==> config.mk <==
export PLATFORM = sky130hd
export DESIGN_NAME = button_debounce
export DESIGN_NICKNAME = d
export VERILOG_FILES = /design/src/rtl/button_debounce.sv
export SDC_FILE = /design/constraint.sdc
export NUM_CORES = 1
export LEC_CHECK = 0
export BUFFER_PORTS_ARGS = -buffer_cell sky130_fd_sc_hd__buf_2
export CORE_UTILIZATION = 23
export DETAILED_ROUTE_END_ITERATION = 12
export GPL_ROUTABILITY_DRIVEN = 0
export GPL_TIMING_DRIVEN = 0
export HOLD_SLACK_MARGIN = 0.15
export SYNTH_ARGS = -nofsm -noshare
export SYNTH_HDL_FRONTEND = slang
export SYNTH_SLANG_ARGS = --single-unit
==> constraint.sdc <==
create_clock -name sysClk -period 5.4 [get_ports sysClk]
set_input_delay 0.81 -clock sysClk [delete_from_list [all_inputs] [get_ports sysClk]]
set_output_delay 0.81 -clock sysClk [all_outputs]
set_load 0.02 [all_outputs]
==> src/rtl/button_debounce.sv <==
// Push-button conditioner: 2-FF synchroniser, stable-count debounce FSM,
// press/release/long-hold strobes and a wrapping press counter.
module button_debounce #(
  parameter int unsigned DEBOUNCE_CYCLES = 1_000_000,
  parameter int unsigned HOLD_CYCLES     = 100_000_000,
  parameter bit          ACTIVE_LOW      = 1'b0
) (
  input  logic       sysClk,
  input  logic       rst,
  input  logic       btnIn,
  output logic       btnLevel,
  output logic       pressPulse,
  output logic       releasePulse,
  output logic       holdPulse,
  output logic [7:0] pressCount
);

  localparam int unsigned DB_W   = $clog2(DEBOUNCE_CYCLES);
  localparam int unsigned HOLD_W = $clog2(HOLD_CYCLES + 1);

  localparam logic [DB_W-1:0]   DB_LAST  = DB_W'(DEBOUNCE_CYCLES - 1);
  localparam logic [HOLD_W-1:0] HOLD_MAX = HOLD_W'(HOLD_CYCLES);
  localparam logic [HOLD_W-1:0] HOLD_PRE = HOLD_W'(HOLD_CYCLES - 1);

  typedef enum logic [1:0] {
    RELEASED,
    PRESS_PENDING,
    PRESSED,
    RELEASE_PENDING
  } state_t;

  state_t             state;
  logic               s1;
  logic               s2;
  logic [DB_W-1:0]    db_cnt;
  logic [HOLD_W-1:0]  hold_cnt;
  logic               db_done;
  logic               release_accept;

  always_comb begin
    db_done        = 1'b0;
    release_accept = 1'b0;
    db_done        = (s2 != btnLevel) && (db_cnt == DB_LAST);
    release_accept = (state == RELEASE_PENDING) && !s2 && db_done;
  end

  always_ff @(posedge sysClk) begin
    if (rst) begin
      s1           <= 1'b0;
      s2           <= 1'b0;
      state        <= RELEASED;
      db_cnt       <= '0;
      hold_cnt     <= '0;
      btnLevel     <= 1'b0;
      pressPulse   <= 1'b0;
      releasePulse <= 1'b0;
      holdPulse    <= 1'b0;
      pressCount   <= '0;
    end else begin
      s1           <= btnIn ^ ACTIVE_LOW;
      s2           <= s1;
      pressPulse   <= 1'b0;
      releasePulse <= 1'b0;
      holdPulse    <= 1'b0;

      // The counter runs on any mismatch with the accepted level; the FSM
      // only tracks which direction is pending and performs the flip.
      if ((s2 == btnLevel) || db_done) db_cnt <= '0;
      else                             db_cnt <= db_cnt + 1'b1;

      case (state)
        RELEASED: begin
          if (s2) state <= PRESS_PENDING;
        end
        PRESS_PENDING: begin
          if (!s2) begin
            state <= RELEASED;
          end else if (db_done) begin
            state      <= PRESSED;
            btnLevel   <= 1'b1;
            pressPulse <= 1'b1;
            pressCount <= pressCount + 8'd1;
          end
        end
        PRESSED: begin
          if (!s2) state <= RELEASE_PENDING;
        end
        RELEASE_PENDING: begin
          if (s2) begin
            state <= PRESSED;
          end else if (db_done) begin
            state        <= RELEASED;
            btnLevel     <= 1'b0;
            releasePulse <= 1'b1;
          end
        end
        default: state <= RELEASED;
      endcase

      // Release accepted on the firing edge suppresses the hold strobe.
      if (!btnLevel) begin
        hold_cnt <= '0;
      end else if (hold_cnt != HOLD_MAX) begin
        hold_cnt <= hold_cnt + 1'b1;
        if ((hold_cnt == HOLD_PRE) && !release_accept) holdPulse <= 1'b1;
      end
    end
  end

endmodule
== After elaboration in Yosys (flattened, before gate mapping) ==
Cells that the tools add are included.
W data, S select, Z words.
Cells by class
  add/sub/neg operators: 3
  equal/unequal tests: 16
  mux-type cells: 14
  bitwise gates (word level): 5
  reductions and logical operators: 17
Operators by type and width (number)
  $add A27 B1 Y27 const B: 1
  $eq A27 B27 Y1 const B: 1
  $ne A27 B27 Y1 const B: 1
  $add A20 B1 Y20 const B: 1
  $eq A20 B20 Y1 const B: 1
  $mux W2: 6
  $ne A2 B2 Y1 const B: 6
  $reduce_or A3 Y1: 3
  $add A8 B1 Y8 const B: 1
  $pmux W2 S4: 1
  $mux W1: 6
  $ne A3 B3 Y1 const B: 2
  $not A1 Y1: 5
  $reduce_and A5 Y1: 1
  $eq A2 B2 Y1 const B: 2
  $logic_and A1 B1 Y1: 4
  $reduce_and A4 Y1: 1
  $reduce_or A2 Y1: 2
  $reduce_and A3 Y1: 1
  $eq A2 B1 Y1 const B: 1
  $logic_not A1 Y1: 2
  $logic_not A2 Y1: 1
  $pmux W1 S2: 1
  $reduce_bool A2 Y1: 1
  other kinds (3): 3
Storage, ports and cells
  register bits: 63
  bits of input ports: 3
  output and inout port bits: 12
  word-level logic and storage cells: 65

== Longest topological paths before layout ==
Gate-level depths: netlist of the first run.
  word-level depth: 6
  mapped depth: 7
  gate-level depth less buffers: 5

== Worst setup path before layout of the first run ==
Ideal clock, no wire load.
  kind: register -> register
  from: reg db_cnt[0]
  to: reg pressCount[5]
  setup time: 121 ps
  arrival time: 1639 ps
  required time: 5279 ps
  path slack: 3640 ps
  cell stages (with the launch flop): 7
  buffers on the path: 1
  period minus slack after synthesis: 1760 ps
  cell sequence: dfxtp_1 ha_1 and4_1 buf_2 nand4_2 nor4_1 mux2_2
Between the ends
  word-level cells in the longest chain between the ends: 3
Ends and longest elaborated chain
  from (decl): RTL line 35  | logic [DB_W-1:0] db_cnt;
  from (signal assigned): RTL line 69  | else db_cnt <= db_cnt + 1'b1;
  $eq A20 B20 Y1: RTL line 43  | db_done = (s2 != btnLevel) && (db_cnt == DB_LAST);
  $logic_and A1 B1 Y1: RTL line 43
  $reduce_and A3 Y1 (no source line)
  to (signal assigned): RTL line 82  | pressCount <= pressCount + 8'd1;
  to (decl): RTL line 15  | output logic [7:0] pressCount
No other way between the ends.
A chain may end at the register's enable or synchronous reset.

== Worst setup path in the final report of the first run ==
Ends and elaborated chain as after synthesis.

==> results of run 1 <==
==> report_power, final <==
group	internal, mW	switching [mW]
sequential	0.469	0.00271
clock	0.353	0.198
combinational	0.00663	0.00920
total	0.828	0.210
==> layout by cell type, fill, tap and decap left out, types with 8 or more instances in the layout <==
cell       synthesis  routed
buf_2              6      20
nor2_1            34      34
or3_1             10      10
and4_1             8       8
nand3_1           24      24
a21oi_1           19      19
nand4_1           20      20
o311ai_0           8       8
o21ai_0           12      12
nand2_1           15      15
xor2_1            17      17
clkbuf_16          0       9
inv_1             13      13
clkbuf_1           6       8
dfxtp_1           63      63
==> cell type report <==
cell class	instances	area share, %
Clock inverter	4	1.289
Timing Repair Buffer	14	1.900
Buffer	16	2.510
Sequential cell	63	34.19
Clock buffer	11	6.309
Inverter	13	1.323
Tap cell	176	5.970
Multi-Input combinational cell	263	46.51
==> cell usage after synthesis, types with 3 or more instances <==
master / instances / share of area [%]
nor2b_1: 4 / 0.80
or3_1: 10 / 2.0
nand4_2: 4 / 1.6
nor2_1: 34 / 4.1
dfxtp_1: 63 / 40
and2_1: 6 / 1.2
o31ai_1: 7 / 1.7
o21ai_0: 12 / 1.9
and4_2: 3 / 0.96
nor3_1: 6 / 0.96
or2_2: 7 / 1.4
and4_1: 8 / 2.2
a21oi_1: 19 / 3.0
nand2b_1: 3 / 0.60
o311ai_0: 8 / 2.2
and3_1: 5 / 1.0
mux2_2: 3 / 1.1
or4_1: 7 / 1.7
nor4_1: 6 / 1.2
xnor2_1: 4 / 1.1
nand2_1: 15 / 1.8
nand4_1: 20 / 4.0
nand3_1: 24 / 3.9
ha_1: 4 / 1.6
inv_1: 13 / 1.6
o41ai_1: 5 / 1.4
xor2_1: 17 / 4.8
clkbuf_1: 6 / 0.72
buf_2: 6 / 0.96
==> state kept, by name, summed over array words and instances (netlist names), named ones only <==
register,count
pressCount,8
db_cnt,20
btnLevel,1
s1,1
state,1
pressPulse,1
releasePulse,1
holdPulse,1
s2,1
hold_cnt,27
==> through the flow <==
stage	util (%)	area, um^2	std cells	worst slack [ns]
floorplan	-	3118	355	3.640
global placement	25.74	3408	545	3.278
detailed placement	25.74	3408	545	3.235
CTS	27.85	3689	560	3.374
global route	27.85	3689	560	3.197
finish	27.85	3689	560	3.377
==> cells by family (layout without fill, tap and decap cells) <==
kind of cell,count (synthesis),count (layout)
AOI/OAI and AO/OA,61,61
xor gates and xnor gates,21,21
adders and majority gates,4,4
buffers and inverters,29,58
DFF,63,63
muxes,5,5
and+or+nand+nor,172,172
==> worst paths after layout <==
| path | start | slack, ns | depth (start not counted) | end |
|---|---|---|---|---|
| hold / removal | s1 | 0.45 | 1 | s2 |
| setup / recovery | db_cnt[0] | 3.38 | 6 | pressCount[5] |
| hold reg to reg | s1 | 0.45 | 1 | s2 |
| setup reg to reg | db_cnt[0] | 3.38 | 6 | pressCount[5] |
==> per-layer routing <==
metal	routed length [um]	global-route usage, %	up-vias
li1	-	-	1372
met1	3293	12.91	1276
met2	3140	16.88	33
met3	247	3.378	7
met4	91	4.351	0
met5	0	0	-
==> results_dict.tcl, run 1 <==
set metrics [dict create \
    track_usage_pct 10.50 \
    wl_per_cell_um 12.09 \
    die_w_um 118.4 \
    grt_pass1_vias 2561 \
    setup_viol 0 \
    synth-seq-area-share_pct 40.45 \
    multi_input_area_mm2 0.001715 \
    synth_nets 362 \
    yosys_warnings 0 \
    power_mw 1.038 \
    hold_path_class "reg2reg" \
    critPathCaptureType "register" \
    timing.final.crit_share_pct 37.46 \
    p_per_area_mw_per_mm2 281.3 \
    cts_tree "built" \
    wl_um 6773 \
    ys_ff_latch 63 \
    vias_per_cell 4.800 \
    diodes 0 \
    clk_pin_slew_ns 0.05 \
    first_pass_iters 4 \
    required_ns 5.62 \
    grt_pass1_wl_um 11880 \
    outcome "finished clean" \
    cts_setup_buffers 0 \
    synth_edf_count 0 \
    syn_area_per_cell_um2 8.783 \
    hold_violations 0 \
    grt_max_degree 11 \
    initialDrtViolationCount 97 \
    cp_num_buf_inv 1 \
    fin_crit_ns 2.023 \
    synth-xor-area-share_pct 5.899 \
    dieArea_mm2 0.01403 \
    yosys.area_share.simple_pct 32.58 \
    crit_path_top_delay_cell "nor4_1" \
    ys_types 51 \
    post_cts_resized 0 \
    nFillCells 1439 \
    cap_violations 0 \
    gr-total-overflow 0 \
    postRouteAntennaNets 0 \
    slew_headroom_pct 63.83 \
    irDropWorstVdd_mv 0.1878 \
    crit_chain "ha_1, and4_1, buf_2, nand4_2, nor4_1, mux2_2" \
    vias 2688 \
    coreArea_mm2 0.01324 \
    syn_inst 355 \
    start_util_pct 23.54 \
    critPathMaxFanout 8 \
    drive_gt1_share_pct 15.63 \
    detail_route.drc_violations 0 \
    fin_tns_setup_ns 0 \
    ys_async_sr_fraction_pct 0 \
    tightest_slew_ns 0.5406 \
    grt_antenna_before_repair 0 \
    cts_hold_buf 0 \
    synth_fa_ha_area_share_pct 1.605 \
    cts_max_level 3 \
    clockBufferDepth 2 \
    synth_top_family_by_area "simple AND/OR/NAND/NOR gates" \
    hpwl_um 4807 \
    nets 387 \
    io_buffers 14 \
    critPathKind "reg2reg" \
    cts_sinks 63 \
    die-height_um 118.4 \
    row_count 42 \
    final_max_slew_viol_count 0 \
    critPathTopFamily "simple AND/OR/NAND/NOR gates" \
    critPathMaxStageDelay_ns 0.41 \
    synthMuxAreaShare_pct 1.726 \
    clock.fmax_mhz 494.3 \
    worstPathArrival_ns 2.25 \
    clkLatencyLatePin_ns 0.33 \
    final-seq-area_mm2 0.001261 \
    p_leak_nw 1.232 \
    pin_count 15 \
    cts-buffers-inserted 9 \
    cp-start-kind "register" \
    rsz0062_at_grt "false" \
    cts_root_buf "clkbuf_16" \
    ys.flop_type "dfxtp_1" \
    fin_skew_ns 0.009675 \
    synth-compound-area-share_pct 13.20 \
    syn_to_final_growth_pct 18.30 \
    whs_ns 0.4543 \
    netlist_area_mm2 0.003118 \
]
Note: power is estimated with default switching activity, not from simulation.
==> run 2, diff against run 1 <==
Settings changed: ABC_AREA set to 1.
Clock period 5.4 ns to 1.7 ns, I/O delays scaled along.
==> run 2 against run 1 <==
  * Non-clock buffer count down 6
  * Clock-buffer cell count fell by 1
  * Final area grew 12%
  * Maximum frequency is 27% higher
  * Clock power rose to 3.2 times the previous value
  * Die area is 10% higher
  * Synthesized cell count increased by 42%
  * Critical path depth is 2 higher
  * Register-to-register slack worse by 3.3 ns
  * Largest cell class unchanged
==> results_dict.tcl, run 2 <==
set metrics [dict create \
    placed_area_mm2 0.003740 \
    top_regs "hold_cnt: 27 flops, db_cnt: 20 flops, pressCount: 8 flops" \
    io_buffers 14 \
    clkLatencyLatePin_ns 0.33 \
    drive_gt1_share_pct 15.49 \
    hpwl_um 5910 \
    synth_edf_count 0 \
    grt_pass1_vias 2953 \
    yosys_warnings 0 \
    fin_tns_setup_ns 0 \
    final_common_cell "nand2_1" \
    diodes 0 \
    ys_async_sr_fraction_pct 0 \
    critPathMaxFanout 4 \
    largest_reg_flops 27 \
    clock.fmax_mhz 628.4 \
    cts-buffers-inserted 9 \
    hold_path_class "in2reg" \
    crit_path_top_delay_cell "dfxtp_1" \
    worstPathArrival_ns 1.81 \
    grt_antenna_before_repair 0 \
    multi_input_area_mm2 0.001891 \
    final_max_slew_viol_count 0 \
    syn_inst 504 \
    synth.most_common_cell "nand2_1" \
    tightest_slew_ns 0.4931 \
    vias_per_cell 4.378 \
    synth-seq-area-share_pct 36.67 \
    dieArea_mm2 0.01545 \
    critPathKind "reg2reg" \
    clk_pin_slew_ns 0.05 \
    cts_tree "built" \
    rsz0062_at_grt "true" \
    setup_viol 0 \
    postRouteAntennaNets 0 \
    clockBufferDepth 2 \
    synth_nets 511 \
    detail_route.drc_violations 0 \
    place_ws_ns -0.02694 \
    synth_common_cells "86 x nand2_1, 78 x inv_1, 72 x nor2_1" \
    irDropWorstVdd_mv 0.3509 \
    cp-start-kind "register" \
    nFillCells 1568 \
    cp_num_buf_inv 0 \
    grt_max_degree 11 \
    final_area_mm2 0.004120 \
    ys.flop_type "dfxtp_1" \
    critPathTopFamily "simple AND/OR/NAND/NOR gates" \
    timing.final.crit_share_pct 93.61 \
    slew_headroom_pct 67.13 \
    vias 3152 \
    whs_ns 0.3148 \
    final-seq-area_mm2 0.001264 \
    layout_setup_ws_ns 0.1086 \
    wl_per_cell_um 10.91 \
    synth_top_cell_by_area "dfxtp_1" \
    netlist_area_mm2 0.003440 \
    critPathCaptureType "register" \
    ys_ff_latch 63 \
    cts_max_level 3 \
    final_cell_mix "86 x nand2_1, 78 x inv_1, 70 x nor2_1" \
    grt_pass1_wl_um 13580 \
    ys_top_cells_by_area "dfxtp_1 37%, nand2_1 9.4%, inv_1 8.5%" \
    gr-total-overflow 0 \
    die_w_um 124.3 \
    outcome "finished clean" \
    required_ns 1.92 \
    crit_chain "ha_2, nand3_1, nor3_1, nand3_1, nor2_2, nand4_1, nand2_1, nor2_1" \
    die-height_um 124.3 \
    syn_to_final_growth_pct 19.79 \
    regMostFlops "hold_cnt" \
    track_usage_pct 10.75 \
    wl_um 7852 \
    coreArea_mm2 0.01459 \
    synth_top_area_share_pct 36.67 \
    p_leak_nw 1.556 \
    critPathMaxStageDelay_ns 0.35 \
    nets 539 \
    start_util_pct 23.58 \
    first_pass_iters 4 \
    syn_area_per_cell_um2 6.825 \
    fin_skew_ns 0.005791 \
    fin_crit_ns 1.591 \
    ys_types 38 \
    initialDrtViolationCount 184 \
    p_per_area_mw_per_mm2 796.6 \
    cp_common_cell "nand3_1" \
    pin_count 15 \
    cts_sinks 63 \
    cts_root_buf "clkbuf_16" \
    hold_violations 0 \
    cap_violations 0 \
    row_count 44 \
]
-- run 2: worst paths after layout --
path / to / slack [ns] / start / cells past startpoint
worst max register to register: holdPulse / 0.11 / db_cnt[0] / 8
worst max-delay path: holdPulse / 0.11 / db_cnt[0] / 8
worst min register to register: s2 / 0.40 / s1 / 2
worst min-delay path: pressCount[5] / 0.31 / rst / 4
-- run 2: layer usage --
layer  vias to the layer above  routed length [um]  share of wire [%]  global-route usage [%]
met5                         -                   0                  0                       0
met3                        11                 289                3.7                   2.534
li1                       1694                   -                  -                       -
met2                        49                3618                 46                   16.80
met1                      1398                3846                 49                   13.96
met4                         0                  97                1.2                   4.890
-- run 2: logic make-up after synthesis --
| group | after synthesis | synth area share [%] |
|---|---|---|
| DFF | 63 | 36.67 |
| buffers and inverters | 90 | 10.51 |
| adders and majority gates | 4 | 1.455 |
| and+or+nand+nor | 278 | 39.80 |
| AOI/OAI and AO/OA | 60 | 9.277 |
| xor gates and xnor gates | 9 | 2.292 |
-- run 2: repair_timing --
action                     in CTS  in global routing
gates resized for setup         0                 20
setup buffers                   2                  0
hold endpoints to repair        1                  0
setup endpoints to repair       2                 32
hold buffers                    1                  0
pin swaps                       1                  3
-- run 2: through the flow --
step	power (mW)	std cells	util (%)
6_report	3.282	720	28.24
5_1_grt	3.379	720	28.24
4_1_cts	3.310	720	27.72
3_5_place_dp	1.549	702	25.63
3_3_place_gp	1.549	702	25.63
2_1_floorplan	1.539	504	-
-- run 2: worst reg2reg max path: cells and delay by family, from the launching register on --
kind,cells,cell delay [ns]
and+or+nand+nor,7,0.94
DFF,1,0.35
adders and majority gates,1,0.20
-- run 2: where the power goes --
group / total [mW] / leakage (nW) / internal [mW] / switching [mW]
clock: 1.76 / 0.142 / 1.11 / 0.647
sequential: 1.48 / 0.509 / 1.48 / 0.00157
combinational: 0.0375 / 0.905 / 0.0123 / 0.0252
-- run 2: cell type report --
type | count | area share [%]
multi-input combinational | 351 | 45.89
sequential | 63 | 30.67
inverter | 83 | 7.562
tap | 184 | 5.588
clock buffer | 10 | 5.557
timing repair buffer | 17 | 2.308
clock inverter | 5 | 1.215
buffer | 7 | 1.215
